$ cat src/rtl/vedic_mul16_seq.sv
// Sequential 16x16 unsigned multiplier: one 8x8 Vedic core, four partial products.
// Optional VEDIC_MUL16_SEQ_ZERO_SKIP_EN: zero operand jumps straight to DONE.

module vedic_mul_2bits (
  input  logic [1:0] a,
  input  logic [1:0] b,
  output logic [3:0] p
);
  logic c;
  assign c    = a[1] & b[0] & a[0] & b[1];
  assign p[0] = a[0] & b[0];
  assign p[1] = (a[1] & b[0]) ^ (a[0] & b[1]);
  assign p[2] = (a[1] & b[1]) ^ c;
  assign p[3] = a[1] & b[1] & c;
endmodule

module vedic_mul_4bits (
  input  logic [3:0] a,
  input  logic [3:0] b,
  output logic [7:0] p
);
  logic [3:0] q0, q1, q2, q3;

  vedic_mul_2bits u_q0 (.a(a[1:0]), .b(b[1:0]), .p(q0));
  vedic_mul_2bits u_q1 (.a(a[3:2]), .b(b[1:0]), .p(q1));
  vedic_mul_2bits u_q2 (.a(a[1:0]), .b(b[3:2]), .p(q2));
  vedic_mul_2bits u_q3 (.a(a[3:2]), .b(b[3:2]), .p(q3));

  assign p = {4'b0, q0}
           + {2'b0, q1, 2'b0}
           + {2'b0, q2, 2'b0}
           + {q3, 4'b0};
endmodule

module vedic_mul_unsigned_8bits (
  input  logic [7:0]  a,
  input  logic [7:0]  b,
  output logic [15:0] p
);
  logic [7:0] q0, q1, q2, q3;

  vedic_mul_4bits u_q0 (.a(a[3:0]), .b(b[3:0]), .p(q0));
  vedic_mul_4bits u_q1 (.a(a[7:4]), .b(b[3:0]), .p(q1));
  vedic_mul_4bits u_q2 (.a(a[3:0]), .b(b[7:4]), .p(q2));
  vedic_mul_4bits u_q3 (.a(a[7:4]), .b(b[7:4]), .p(q3));

  assign p = {8'b0, q0}
           + {4'b0, q1, 4'b0}
           + {4'b0, q2, 4'b0}
           + {q3, 8'b0};
endmodule

module vedic_mul16_seq (
  input  logic        clk,
  input  logic        rst,
  input  logic        in_valid,
  output logic        in_ready,
  input  logic [15:0] a,
  input  logic [15:0] b,
  output logic        out_valid,
  input  logic        out_ready,
  output logic [31:0] z,
  output logic        busy
);
  typedef enum logic [2:0] {
    IDLE, PP0, PP1, PP2, PP3, DONE
  } state_t;

  state_t      state;
  logic [15:0] a_q, b_q;
  logic [31:0] acc;
  logic [7:0]  m_a, m_b;
  logic [15:0] m_p;
  logic [31:0] pp_term;
  logic        accept;
  logic        zero_op;

  vedic_mul_unsigned_8bits u_core (
    .a(m_a),
    .b(m_b),
    .p(m_p)
  );

`ifdef VEDIC_MUL16_SEQ_ZERO_SKIP_EN
  assign zero_op = (a == 16'd0) || (b == 16'd0);
`else
  assign zero_op = 1'b0;
`endif

  // Outputs are masked by rst so nothing leaks while reset is held.
  assign in_ready  = (state == IDLE) && !rst;
  assign busy      = (state != IDLE) && !rst;
  assign out_valid = (state == DONE) && !rst;
  assign z         = out_valid ? acc : 32'd0;
  assign accept    = in_valid && in_ready;

  always_comb begin
    m_a     = 8'd0;
    m_b     = 8'd0;
    pp_term = 32'd0;
    unique case (state)
      PP0: begin
        m_a     = a_q[7:0];
        m_b     = b_q[7:0];
        pp_term = {16'd0, m_p};
      end
      PP1: begin
        m_a     = a_q[7:0];
        m_b     = b_q[15:8];
        pp_term = {8'd0, m_p, 8'd0};
      end
      PP2: begin
        m_a     = a_q[15:8];
        m_b     = b_q[7:0];
        pp_term = {8'd0, m_p, 8'd0};
      end
      PP3: begin
        m_a     = a_q[15:8];
        m_b     = b_q[15:8];
        pp_term = {m_p, 16'd0};
      end
      default: ;
    endcase
  end

  always_ff @(posedge clk) begin
    if (rst) begin
      state <= IDLE;
      acc   <= 32'd0;
      a_q   <= 16'd0;
      b_q   <= 16'd0;
    end else begin
      unique case (state)
        IDLE: if (accept) begin
          a_q   <= a;
          b_q   <= b;
          acc   <= 32'd0;
          state <= zero_op ? DONE : PP0;
        end
        PP0: begin
          acc   <= acc + pp_term;
          state <= PP1;
        end
        PP1: begin
          acc   <= acc + pp_term;
          state <= PP2;
        end
        PP2: begin
          acc   <= acc + pp_term;
          state <= PP3;
        end
        PP3: begin
          acc   <= acc + pp_term;
          state <= DONE;
        end
        DONE: if (out_ready) state <= IDLE;
        default: state <= IDLE;
      endcase
    end
  end
endmodule

$ cat config.mk
export PLATFORM = sky130hd
export DESIGN_NAME = vedic_mul16_seq
export DESIGN_NICKNAME = d
export VERILOG_FILES = /design/src/rtl/vedic_mul16_seq.sv
export SDC_FILE = /design/constraint.sdc
export NUM_CORES = 1
export LEC_CHECK = 0
export CORE_MARGIN = 2
export CORE_UTILIZATION = 30
export DETAILED_ROUTE_END_ITERATION = 12
export GPL_TIMING_DRIVEN = 0
export HOLD_SLACK_MARGIN = 0.08
export SYNTH_ARGS = -nofsm -noshare
export SYNTH_HDL_FRONTEND = slang
export SYNTH_SLANG_ARGS = --single-unit
$ cat constraint.sdc
create_clock -name clk -period 10.3 [get_ports clk]
set_input_delay 2.06 -clock clk [delete_from_list [all_inputs] [get_ports clk]]
set_output_delay 2.06 -clock clk [all_outputs]
set_load 0.02 [all_outputs]
# Word level (Yosys, flattened, before mapping)
# Cells that the tools add are included.
totals:
  ff_bits: 67
  input_bits: 36
  out_inout_bits: 35
  wordCells: 197
classes:
  addsub: 16
  eq_ne: 7
  n_mux: 9
  bitwise_logic: 144
  reduce_logical: 17
op_table:
  columns: ["op", "n"]
  rows:
  - ["1-bit bitwise AND", 112]
  - ["32-bit case mux with 3 select lines", 1]
  - ["32-bit two-way mux", 2]
  - ["32-bit case mux with 2 select lines", 1]
  - ["32-bit adder", 1]
  - ["7-bit by 6-bit adder with 8-bit output", 4]
  - ["8-bit adder", 4]
  - ["8-bit case mux with 2 select lines", 2]
  - ["1-bit bitwise XOR", 32]
  - ["4-bit by 6-bit adder with 7-bit output", 4]
  - ["3-bit case mux with 6 select lines", 1]
  - ["16-bit by 12-bit adder with 16-bit output", 1]
  - ["16-bit adder", 1]
  - ["8-bit by 12-bit adder with 13-bit output", 1]
  - ["2-bit OR reduction", 5]
  - ["3-bit by 2-bit equality test with 1-bit output, second input constant", 2]
  - ["3-bit equality test, second input constant", 2]
  - ["3-bit two-way mux", 2]
  - ["2-bit AND reduction", 3]
  - ["1-bit logical AND", 4]
  - ["2-bit != test, second input constant", 2]
  - ["4-bit OR reduction", 1]
  - ["3-bit by 1-bit equality test with 1-bit output, second input constant", 1]
  - ["3-bit zero test", 1]
  - ["3 further kinds", 3]

# Logic depth before layout (Yosys ltp)
# Gate-level depths: netlist of run 1.
logic_depth:
  word_depth: 16
  ltp_mapped: 43
  mapped_depth_nobuf: 41

# Cells and area by module
# From an unflattened synthesis of run 1, not the netlist that was laid out.
unflattened:
  hier_cells: 955
  area_unflattened_um2: 7379.6
modules_own_cells:
  columns: ["mod", "n_inst", "cells_each", "area_per_inst_um2", "seq_area_each_um2"]
  rows:
  - ["vedic_mul16_seq", 1, 669, 5018.6, 1341.3]
  - ["vedic_mul_4bits", 4, 27, 249.0, 0.0]
  - ["vedic_mul_2bits", 16, 7, 50.0, 0.0]
  - ["vedic_mul_unsigned_8bits", 1, 66, 564.3, 0.0]

# Worst setup path after synthesis of run 1
# Ideal clock, no wire load.
synth_path:
  kind: "register to register"
  from: "register state[2]"
  to: "register acc[28]"
  setup_time_ns: 0.126
  t_arrival_ns: 8.028
  t_required_ns: 10.174
  path_slack_ns: 2.146
  stages_incl_launch_ff: 39
  path_buffers: 3
  period_less_slack_ns: 8.154
  path_cell_list: "dfxtp_1 clkbuf_1 inv_1 nand2_1 a21oi_1 buf_2 a22o_1 clkbuf_1 nand2_1 nor2_1 ha_1 inv_1 fa_1 fa_1 inv_1 ha_1 fa_1 a21o_1 (+3 left out) fa_1 inv_1 ha_1 and3_1 a21oi_2 nand3_1 a311o_1 and3_2 o22ai_1 ha_1 a21oi_1 nand4_1 a2bb2oi_2 a221o_1 a31o_1 a21oi_1 xor2_1 o21ai_1"
synth_via:
  elab_chain_len: 16
  word_cells_on_any_way: 180
  classes_between: "16 x add/sub; 5 x eq/ne; 4 x mux; 144 x bitwise; 11 x reduce/logical"
synth_lines:
  columns: ["element", "line_no", "source"]
  rows:
  - ["start, declared", "69", "state_t state;"]
  - ["start signal, assigned", "138", "state <= zero_op ? DONE : PP0;"]
  - ["3-bit equality test, or another cell as far along", "101, 133", null]
  - ["2-bit OR reduction (no source line)", null, null]
  - ["8-bit case mux with 2 select lines", "101", "unique case (state)"]
  - ["1-bit bitwise AND", "10, 12", null]
  - ["1-bit bitwise AND (2 in a row)", "10", "assign c = a[1] & b[0] & a[0] & b[1];"]
  - ["1-bit bitwise XOR or 1-bit bitwise AND (tied branches)", "13, 14", null]
  - ["4-bit by 6-bit adder with 7-bit output", "30", "+ {2'b0, q1, 2'b0}"]
  - ["7-bit by 6-bit adder with 8-bit output", "31", "+ {2'b0, q2, 2'b0}"]
  - ["8-bit adder", "32", "+ {q3, 4'b0};"]
  - ["8-bit by 12-bit adder with 13-bit output", "48", "+ {4'b0, q1, 4'b0}"]
  - ["16-bit by 12-bit adder with 16-bit output", "49", "+ {4'b0, q2, 4'b0}"]
  - ["16-bit adder", "50", "+ {q3, 8'b0};"]
  - ["32-bit case mux with 3 select lines", "101", null]
  - ["32-bit adder", null, null]
  - ["32-bit case mux with 2 select lines", "133", "unique case (state)"]
  - ["end signal, assigned", "141", "acc <= acc + pp_term;"]
  - ["end signal, assigned", "145", "acc <= acc + pp_term;"]
  - ["end signal, assigned", "149", "acc <= acc + pp_term;"]
  - ["end, declared", "71", "logic [31:0] acc;"]
# Several ways; a longest one is shown, not always the timed one.
# A chain may end at the register's enable or synchronous reset.

# Worst setup path in the final report of run 1
layout_path:
  from: "register state[2]"
  to: "register acc[29]"
# Same word-level chain as after synthesis.

==> results.tsv, run 1 <==
stage	metric	value	unit
die	die_y	159	microns
yosys	avgSynthCellArea	7.65	sq um
setup_path	criticalPathCategory	reg -> reg	
clock_network	post_cts_buffers	0	
yosys	ys_ff_latch	67	
yosys	seq_area_frac_synth	18.5	%
setup_path	cp.arrival	9.94	ns
cells_and_area	areaGrowthSynthToFinish	19.3	%
sta	rsz0062_at_grt	false	
cells_and_area	final_util	36.6	%
yosys	synth_top_family_by_area	simple AND/OR/NAND/NOR gates	
sta	setup_slack	0.587	ns
global_route	grt_pass1_vias	6491	
clock_network	clkLatencyLatePin	0.34	ns
sta	max_freq	103	MHz
yosys	synthAdderAreaFrac	21.5	%
pwr	p_seq_share	37.7	%
yosys	syn_area	7240	sq um
setup_path	critPathRequiredTime	10.53	ns
sta	hold_viol	0	
pwr	leakage	3.86	nW
pwr	finalPower	754	uW
global_route	grt_first_pass_wirelength	32.3	mm
route	vias	6699	
die	dieArea	25400	sq um
pwr	p_switching	222	uW
placement	port_buffers	69	
yosys	ys.flop_type	dfxtp_1	
placement	placed_cell_area	8330	sq um
sta	layout_min_cycle_time	9.71	ns
placement	dp_hpwl	15.5	mm
placement	dp_slack	0.652	ns
global_route	antenna_found_initial	0	
die	placementRows	56	
die	die_x	159	microns
die	start_util	30.7	%
yosys	synth-xor-area-share	7.84	%
setup_path	critPathLaunchType	register	
setup_path	r2r_start	state[2]	
die	core_area	23600	sq um
clock_network	cts_sinks	67	
pwr	p_int	532	uW
min_path	min_path_cells	2	
global_route	grt_use_total	15.4	%
clock_network	h-tree-depth	3	
sta	setup_violations	0	
route	drc	0	
pwr	combPwrFrac	18.4	%
clock_network	ctsResizeCount	0	
yosys	ys_types	67	
yosys	synth-simple-area-share	25.3	%
sta	period_share	94.3	%
yosys	muxShareOfSynthArea	0.311	%
yosys	synth_edf_count	0	
cells_and_area	final_area	8640	sq um
pwr	power_switching_share	29.4	%
cells_and_area	nets	1171	
global_route	grt_max_degree	12	
sta	tns	0	ns
setup_path	cp_slowest_cell	fa_1	
setup_path	cpPeakStageDelay	0.54	ns
setup_path	worstSetupEndpointType	register	
yosys	syn-num-nets	1091	
setup_path	cp_max_fo	10	
setup_path	crit_top_cell	ha_1	
min_path	min_from	acc[18]	
yosys	synth_compound_area_share	20.9	%
pwr	irDropWorstVdd	0.0000554	V
cells_and_area	mostFrequentLayoutCells	nand2_1, ha_1, nor2_1	
run_status	outcome	finished, final reports clean	
sta	fin_skew	0.00661	ns
clock_network	cts_tree	built	
clock_network	hold_buffers	0	
route	routed_wl	19.2	mm
yosys	yosys_warnings	0	
min_path	min-delay-path-class	reg -> reg	
setup_path	r2r-end	acc[29]	
route	first_pass_iters	6	
clock_network	path_clk_slew	0.06	ns
min_path	min_to	acc[18]	
sta	slew_violations	0	
route	via_per_inst	4.96	
cells_and_area	drive_gt1_share	3.88	%
clock_network	cts_buffer_depth	2	
cells_and_area	antenna_cells	0	
pwr	pwr-share-clk	43.9	%
cells_and_area	final_common_cell	nand2_1	
clock_network	cts_root_buf	clkbuf_16	
sta	slew_headroom	11.1	%
setup_path	worst_r2r_path_depth	37	
route	wl_per_cell	14.2	microns
setup_path	r2r_slack	0.59	ns
clock_network	cts_buffers	9	
global_route	grt_overflow_total	0	
die	ios	71	
route	drt-initial-drc-count	411	
yosys	synth_cells	947	
pwr	p_per_area	87.2	nW/um^2
route	ant_nets	0	
yosys	async_flop_share	0	%
placement	globalplace.congestion	0.901	
sta	worstMarginPinSlew	1.33	ns
cells_and_area	nFillCells	2504	
run	maxCapViolations	0	
[synthesized netlist by cell type, types with 3 or more instances]
cell	count	share of area [%]
a211o_1	3	0.36
nor2b_1	8	0.69
o21ai_1	13	0.90
a211oi_1	5	0.52
buf_2	5	0.35
nand2_1	156	8.1
fa_1	27	7.5
a22o_1	18	2.2
xor2_1	26	3.1
a21o_1	19	2.0
a31oi_1	4	0.35
a21oi_1	53	3.7
nor3b_1	3	0.31
o21ai_0	22	1.5
inv_1	71	3.7
buf_1	3	0.16
o31ai_1	4	0.41
a211oi_2	3	0.52
nand3_1	9	0.62
and2_1	48	4.1
nor2_1	77	4.0
nand3b_1	33	3.4
o22ai_1	8	0.69
or3_1	3	0.26
nand2b_1	7	0.60
o21a_1	12	1.2
xnor2_1	37	4.5
dfxtp_1	67	19
ha_1	81	14
and3_1	7	0.60
clkbuf_1	29	1.5
o21bai_1	6	0.62
nor3_1	14	0.97
a22oi_1	26	2.7
[logic make-up (layout without fill, tap and decap cells)]
| logic type | Yosys count | count (layout) |
|---|---|---|
| AOI/OAI and AO/OA | 219 | 219 |
| xor gates and xnor gates | 64 | 64 |
| DFF | 67 | 67 |
| buffers and inverters | 108 | 193 |
| and+or+nand+nor | 379 | 379 |
| muxes | 2 | 2 |
| adders and majority gates | 108 | 108 |
[routing by layer]
metal,share of wire (%),vias up,wire [microns],global-route usage (%)
li1,-,3415,-,-
met1,48,3103,9270,20.4
met2,46,160,8770,25.5
met3,4.6,21,884,3.07
met4,1.6,0,301,4.34
met5,0,-,0,0
[worst max-delay path by stage]
stage | from | endpoint | slack (ns) | cells past startpoint
floorplan | state[2] | acc[28] | 2.15 | 38
global placement | state[2] | acc[29] | 0.75 | 37
detailed placement | state[2] | acc[29] | 0.65 | 37
CTS | state[2] | acc[29] | 0.61 | 37
global route | state[2] | acc[29] | 0.13 | 37
finish | state[2] | acc[29] | 0.59 | 37
[metrics by stage]
step	hold slack, ns	cells
final	0.466	1351
after global routing	0.491	1351
after CTS	0.467	1351
after detailed placement	0.460	1335
after global placement	0.451	1335
after floorplan	0.431	947
[power by group through the flow]
stage	clock network (mW)	registers, mW	logic [mW]
detailed placement	0	0.290	0.138
finish	0.331	0.284	0.139
CTS	0.338	0.284	0.139
global route	0.352	0.286	0.153
global placement	0	0.290	0.137
floorplan	0	0.286	0.0882
[flip-flops by register name, summed over array words and instances, names as in the netlist]
register and flops:
acc 32, a_q 16, b_q 16, state 3
[worst max-delay path: cells and delay by family (launching register included)]
family / cells / cell delay, ns
AO/OA/AOI/OAI: 14 / 3.54
flip-flops: 1 / 0.36
XOR/XNOR: 2 / 0.44
AND/OR/NAND/NOR: 8 / 1.43
adder cells (fa/ha/maj): 7 / 2.66
buffers and inverters: 6 / 1.17
[layout make-up]
type / instances / area, sq um / share of cell area, %
buffer: 37 / 145 / 1.68
clock buffer: 11 / 233 / 2.69
clock inverter: 5 / 77.6 / 0.898
inverter: 71 / 267 / 3.08
multi-input combinational: 772 / 5490 / 63.5
sequential: 67 / 1340 / 15.5
tap: 319 / 399 / 4.62
timing repair buffer: 69 / 691 / 7.99
Note: power is estimated with default switching activity, not from simulation.
==> run 2: changes to the inputs <==
CAP_MARGIN = 20   (was unset)
SLEW_MARGIN = 15   (was unset)
==> run 2 against run 1 <==
Global-route usage barely moved. Worst setup slack improved by 0.048 ns. Wire length fell by 0.23%. Clock-buffer cell count did not move. Critical endpoint unchanged. Critical path depth did not move. Highest routed layer unchanged. Largest cell class unchanged.
==> results.tsv, run 2 (synthesis results as in run 1) <==
stage	metric	value	unit	change
cells_and_area	nets	1171		unchanged
clock_network	ctsResizeCount	0		unchanged
clock_network	hold_buffers	0		unchanged
min_path	min_path_cells	2		unchanged
clock_network	clkLatencyLatePin	0.34	ns	about the same
sta	rsz0062_at_grt	false		
min_path	min_from	acc[26]		
route	ant_nets	0		unchanged
cells_and_area	antenna_cells	0		unchanged
global_route	grt.busiest_layer	met2		
sta	layout_min_cycle_time	9.67	ns	-0.0475 ns
sta	setup_slack	0.635	ns	+0.0475 ns
die	die_y	159	microns	unchanged
clock_network	post_cts_buffers	0		unchanged
setup_path	critPathRequiredTime	10.53	ns	about the same
die	dieArea	25400	sq um	unchanged
setup_path	crit_top_cell	ha_1		
sta	fin_skew	0.00377	ns	-0.00284 ns
cells_and_area	regMostFlops	acc		
setup_path	cp_slowest_cell	o21ai_1		
clock_network	cts_sinks	67		unchanged
run	maxCapViolations	0		unchanged
setup_path	cp.arrival	9.89	ns	-0.05 ns
die	ios	71		unchanged
pwr	irDropWorstVdd	0.0000736	V	+33%
pwr	finalPower	753	uW	about the same
run_status	outcome	finished, final reports clean		
global_route	met3_usage	2.79	%	-0.29 points
clock_network	h-tree-depth	3		unchanged
route	vias	6720		+0.31%
route	first_pass_iters	4		-2
global_route	grtUsageMet1	20.4	%	-0.048 points
route	via_per_inst	4.97		+0.31%
min_path	min_to	acc[26]		
setup_path	cp_max_fo	10		unchanged
setup_path	r2r_slack	0.63	ns	+0.05 ns
sta	tns	0	ns	unchanged
pwr	leakage	3.86	nW	about the same
global_route	grt_pass1_vias	6557		+1.0%
cells_and_area	final_common_cell	nand2_1		
pwr	p_per_area	87.1	nW/um^2	about the same
clock_network	cts_root_buf	clkbuf_16		
clock_network	cts_tree	built		
global_route	grt_first_pass_wirelength	32.3	mm	+0.11%
global_route	grt_overflow_total	0		unchanged
sta	slew_violations	0		unchanged
global_route	grt_max_degree	12		unchanged
global_route	gr-usage-met2	25.7	%	+0.16 points
clock_network	cts_buffer_depth	2		unchanged
placement	dp_slack	0.648	ns	-0.00474 ns
route	drc	0		unchanged
setup_path	critPathLaunchType	register		
route	routed_wl	19.2	mm	-0.23%
route	drt-initial-drc-count	316		-23%
setup_path	cpPeakStageDelay	0.66	ns	+0.12 ns
placement	globalplace.congestion	0.901		unchanged
placement	dp_hpwl	15.6	mm	+0.23%
cells_and_area	top_regs	acc (32), a_q (16), b_q (16)		
sta	slew_headroom	34.6	%	+24 points
placement	port_buffers	69		unchanged
die	core_area	23600	sq um	unchanged
sta	setup_violations	0		unchanged
route	wl_per_cell	14.2	microns	-0.23%
sta	worstMarginPinSlew	0.971	ns	-0.360 ns
setup_path	worst_r2r_path_depth	37		unchanged
global_route	grt_use_total	15.5	%	about the same
die	start_util	30.7	%	unchanged
setup_path	r2r_start	state[1]		
clock_network	cts_buffers	9		unchanged
sta	period_share	93.8	%	-0.46 points
cells_and_area	drive_gt1_share	3.97	%	+0.097 points
clock_network	path_clk_slew	0.06	ns	about the same
cells_and_area	final-seq-area	1340	sq um	unchanged
cells_and_area	nFillCells	2513		+0.36%
min_path	min-delay-path-class	reg -> reg		
die	placementRows	56		unchanged
setup_path	worstSetupEndpointType	register		
sta	hold_viol	0		unchanged
cells_and_area	mostFrequentLayoutCells	nand2_1, ha_1, nor2_1		
cells_and_area	areaGrowthSynthToFinish	19.4	%	about the same
sta	max_freq	103	MHz	+0.49%
cells_and_area	multi_input_area	5490	sq um	about the same
setup_path	criticalPathCategory	reg -> reg		
cells_and_area	largest_reg_flops	32		unchanged
setup_path	crit_path_start	state[1]		
die	die_x	159	microns	unchanged
setup_path	r2r-end	acc[29]		
global_route	antenna_found_initial	0		unchanged
[run 2: cell type report]
cell class	instances	area share (%)
inverters	71	3.08
repair buffers	69	7.99
well taps	319	4.62
multi-input cells	772	63.5
clock buffers	11	2.69
plain buffers	37	1.68
clock inverters	5	0.897
flip-flops and latches	67	15.5
[run 2: per-layer routing]
metal | routed length [microns] | share of wire [%] | vias to the layer above
met5 | 0 | 0 | -
met4 | 355 | 1.9 | 0
met3 | 876 | 4.6 | 22
met2 | 8750 | 46 | 164
met1 | 9200 | 48 | 3117
li1 | - | - | 3417
[run 2: metrics by stage]
| step | utilization [%] | hold WS (ns) | area [sq um] | std cells |
|---|---|---|---|---|
| 3_5_place_dp | 35.3 | 0.466 | 8340 | 1335 |
| 3_3_place_gp | 35.3 | 0.451 | 8330 | 1335 |
| 5_1_grt | 36.6 | 0.489 | 8650 | 1351 |
| 2_1_floorplan | - | 0.431 | 7240 | 947 |
| 6_report | 36.6 | 0.469 | 8650 | 1351 |
| 4_1_cts | 36.6 | 0.474 | 8650 | 1351 |
[run 2: report_power, final]
group	total [mW]	internal (mW)	switching (mW)
Clock	0.330	0.211	0.119
Combinational	0.139	0.0473	0.0918
Sequential	0.284	0.274	0.0104
Total	0.753	0.532	0.221
[run 2: critical path: cells and delay by family (launching register included)]
family	cells	cell delay [ns]
AO/OA/AOI/OAI	14	3.85
buffers and inverters	5	0.42
flip-flops	1	0.34
XOR/XNOR	3	0.98
adder cells (fa/ha/maj)	8	2.62
AND/OR/NAND/NOR	7	1.36
[run 2: how the worst max path moves through the flow]
| stage | endpoint | slack [ns] | cells past startpoint |
|---|---|---|---|
| 4_1_cts | acc[29] | 0.63 | 37 |
| 3_5_place_dp | acc[29] | 0.65 | 37 |
| 3_3_place_gp | acc[29] | 0.75 | 37 |
| 5_1_grt | acc[29] | 0.11 | 37 |
| 6_report | acc[29] | 0.63 | 37 |
| 2_1_floorplan | acc[28] | 2.15 | 38 |
==> run 3: changes to the inputs <==
DONT_BUFFER_PORTS = 1   (was unset)
==> run 3 against run 2 <==
Critical path depth decreased by 1. Clock power fell by 12%. Combinational power decreased by 10%. Power down 7.2%. Critical path type unchanged. Largest cell class unchanged. Largest power group unchanged. Highest routed layer unchanged.
==> results.tsv, run 3 (synthesis results as in run 1) <==
stage	metric	value	unit	change
pwr	p_seq_share	40.7	%	+3.0 points
die	ios	71		unchanged
min_path	min-delay-path-class	reg -> reg		
setup_path	crit_buf_inv	5		unchanged
clock_network	post_cts_buffers	0		unchanged
sta	layout_min_cycle_time	9.51	ns	-0.152 ns
setup_path	critPathRequiredTime	10.54	ns	about the same
sta	worstMarginPinSlew	0.966	ns	-0.00550 ns
sta	tns	0	ns	unchanged
cells_and_area	drive_gt1_share	4.77	%	+0.80 points
run_status	outcome	finished, final reports clean		
setup_path	cpPeakStageDelay	0.55	ns	-0.11 ns
cells_and_area	areaGrowthSynthToFinish	9.59	%	
pwr	leakage	3.60	nW	-6.7%
global_route	antenna_found_initial	0		unchanged
global_route	grt_first_pass_wirelength	31.0	mm	-4.1%
setup_path	cp_slowest_cell	fa_1		
cells_and_area	antenna_cells	0		unchanged
clock_network	clkLatencyLatePin	0.35	ns	about the same
clock_network	h-tree-depth	3		unchanged
clock_network	hold_buffers	0		unchanged
pwr	p_switching	221	uW	+0.11%
pwr	combPwrFrac	17.9	%	-0.6 points
die	start_util	30.7	%	unchanged
cells_and_area	mostFrequentLayoutCells	nand2_1, ha_1, nor2_1		
global_route	grt_overflow_total	0		unchanged
die	dieArea	25400	sq um	unchanged
clock_network	cts_buffer_depth	2		unchanged
clock_network	cts_buffers	9		unchanged
global_route	grt_pass1_vias	6006		-8.4%
route	via_per_inst	5.05		+1.6%
cells_and_area	top_regs	acc (32), a_q (16), b_q (16)		
clock_network	cts_root_buf	clkbuf_16		
sta	slew_headroom	35.2	%	+0.62 points
clock_network	path_clk_slew	0.06	ns	about the same
sta	fin_skew	0.00977	ns	+0.00600 ns
setup_path	critPathLaunchType	register		
die	die_x	159	microns	unchanged
setup_path	cpLargestDelayFamily	compound AO/OA/AOI/OAI gates		
pwr	pwr-share-clk	41.4	%	-2.4 points
pwr	irDropWorstVdd	0.0000791	V	+7.5%
sta	rsz0062_at_grt	false		
cells_and_area	nets	1103		-5.8%
cells_and_area	final_common_cell	nand2_1		
sta	setup_violations	0		unchanged
setup_path	worstSetupEndpointType	register		
clock_network	cts_sinks	67		unchanged
route	drc	0		unchanged
route	wl_per_cell	14.8	microns	+4.5%
placement	globalplace.congestion	0.899		-0.26%
global_route	grt_use_total	15.0	%	-0.50 points
cells_and_area	nFillCells	2560		+1.9%
clock_network	ctsResizeCount	0		unchanged
pwr	power_switching_share	31.7	%	+2.3 points
setup_path	crit_top_cell	ha_1		
setup_path	cp.arrival	9.75	ns	-0.14 ns
pwr	p_int	478	uW	-10%
die	placementRows	56		unchanged
sta	hold_viol	0		unchanged
pwr	finalPower	699	uW	-7.2%
placement	port_buffers	0		-100%
run	maxCapViolations	0		unchanged
cells_and_area	regMostFlops	acc		
clock_network	cts_tree	built		
route	vias	6483		-3.5%
setup_path	cp_max_fo	10		unchanged
route	ant_nets	0		unchanged
pwr	p_per_area	88.1	nW/um^2	+1.2%
route	drt-initial-drc-count	428		+35%
global_route	grt_max_degree	12		unchanged
die	core_area	23600	sq um	unchanged
sta	period_share	92.4	%	-1.5 points
placement	dp_hpwl	15.5	mm	-0.75%
sta	slew_violations	0		unchanged
cells_and_area	largest_reg_flops	32		unchanged
setup_path	criticalPathCategory	reg -> reg		
route	routed_wl	19.0	mm	-0.79%
route	first_pass_iters	5		+1
sta	max_freq	105	MHz	+1.6%
die	die_y	159	microns	unchanged
## run 3: power by group through the flow
stage,clock network [mW],registers [mW],logic (mW)
2_1_floorplan,0,0.286,0.0882
3_3_place_gp,0,0.289,0.123
3_5_place_dp,0,0.290,0.124
4_1_cts,0.296,0.284,0.125
5_1_grt,0.306,0.286,0.138
6_report,0.290,0.285,0.125
## run 3: worst reg2reg max path: cells and delay by family, from the launching register on
| family | cells | cell delay [ns] |
|---|---|---|
| AND/OR/NAND/NOR | 8 | 1.39 |
| XOR/XNOR | 2 | 0.43 |
| flip-flops | 1 | 0.37 |
| AO/OA/AOI/OAI | 14 | 3.70 |
| adder cells (fa/ha/maj) | 7 | 2.67 |
| buffers and inverters | 5 | 0.83 |
## run 3: final timing paths
kind | startpoint | endpoint | slack, ns | depth (start not counted)
min | b_q[10] | b_q[10] | 0.47 | 2
max | state[2] | acc[29] | 0.79 | 36
max reg2reg | state[2] | acc[29] | 0.79 | 36
min reg2reg | b_q[10] | b_q[10] | 0.47 | 2
## run 3: stage by stage
stage	hold WS [ns]	std cells	area [sq um]	utilization (%)	worst slack [ns]
4_1_cts	0.476	1283	7930	33.6	0.628
3_5_place_dp	0.465	1267	7650	32.4	0.668
6_report	0.473	1283	7940	33.6	0.787
2_1_floorplan	0.431	947	7240	-	2.15
3_3_place_gp	0.450	1266	7640	32.4	0.771
5_1_grt	0.491	1283	7940	33.6	0.108
## run 3: layer usage
| metal | vias to the layer above | global-route usage, % | part of all wire, % |
|---|---|---|---|
| met4 | 0 | 4.38 | 1.6 |
| met2 | 153 | 23.7 | 44 |
| li1 | 3285 | - | - |
| met3 | 23 | 2.58 | 5.2 |
| met1 | 3022 | 20.8 | 49 |
| met5 | - | 0 | 0 |
## run 3: cell type report
cell class                      count  area (sq um)  area share (%)
Multi-Input combinational cell    772          5510            69.4
Sequential cell                    67          1340            16.9
Inverter                           71           267            3.36
Buffer                             36           141            1.78
Timing Repair Buffer                2          10.0           0.126
Tap cell                          319           399            5.03
Clock buffer                       12           246            3.11
Clock inverter                      4          26.3           0.331
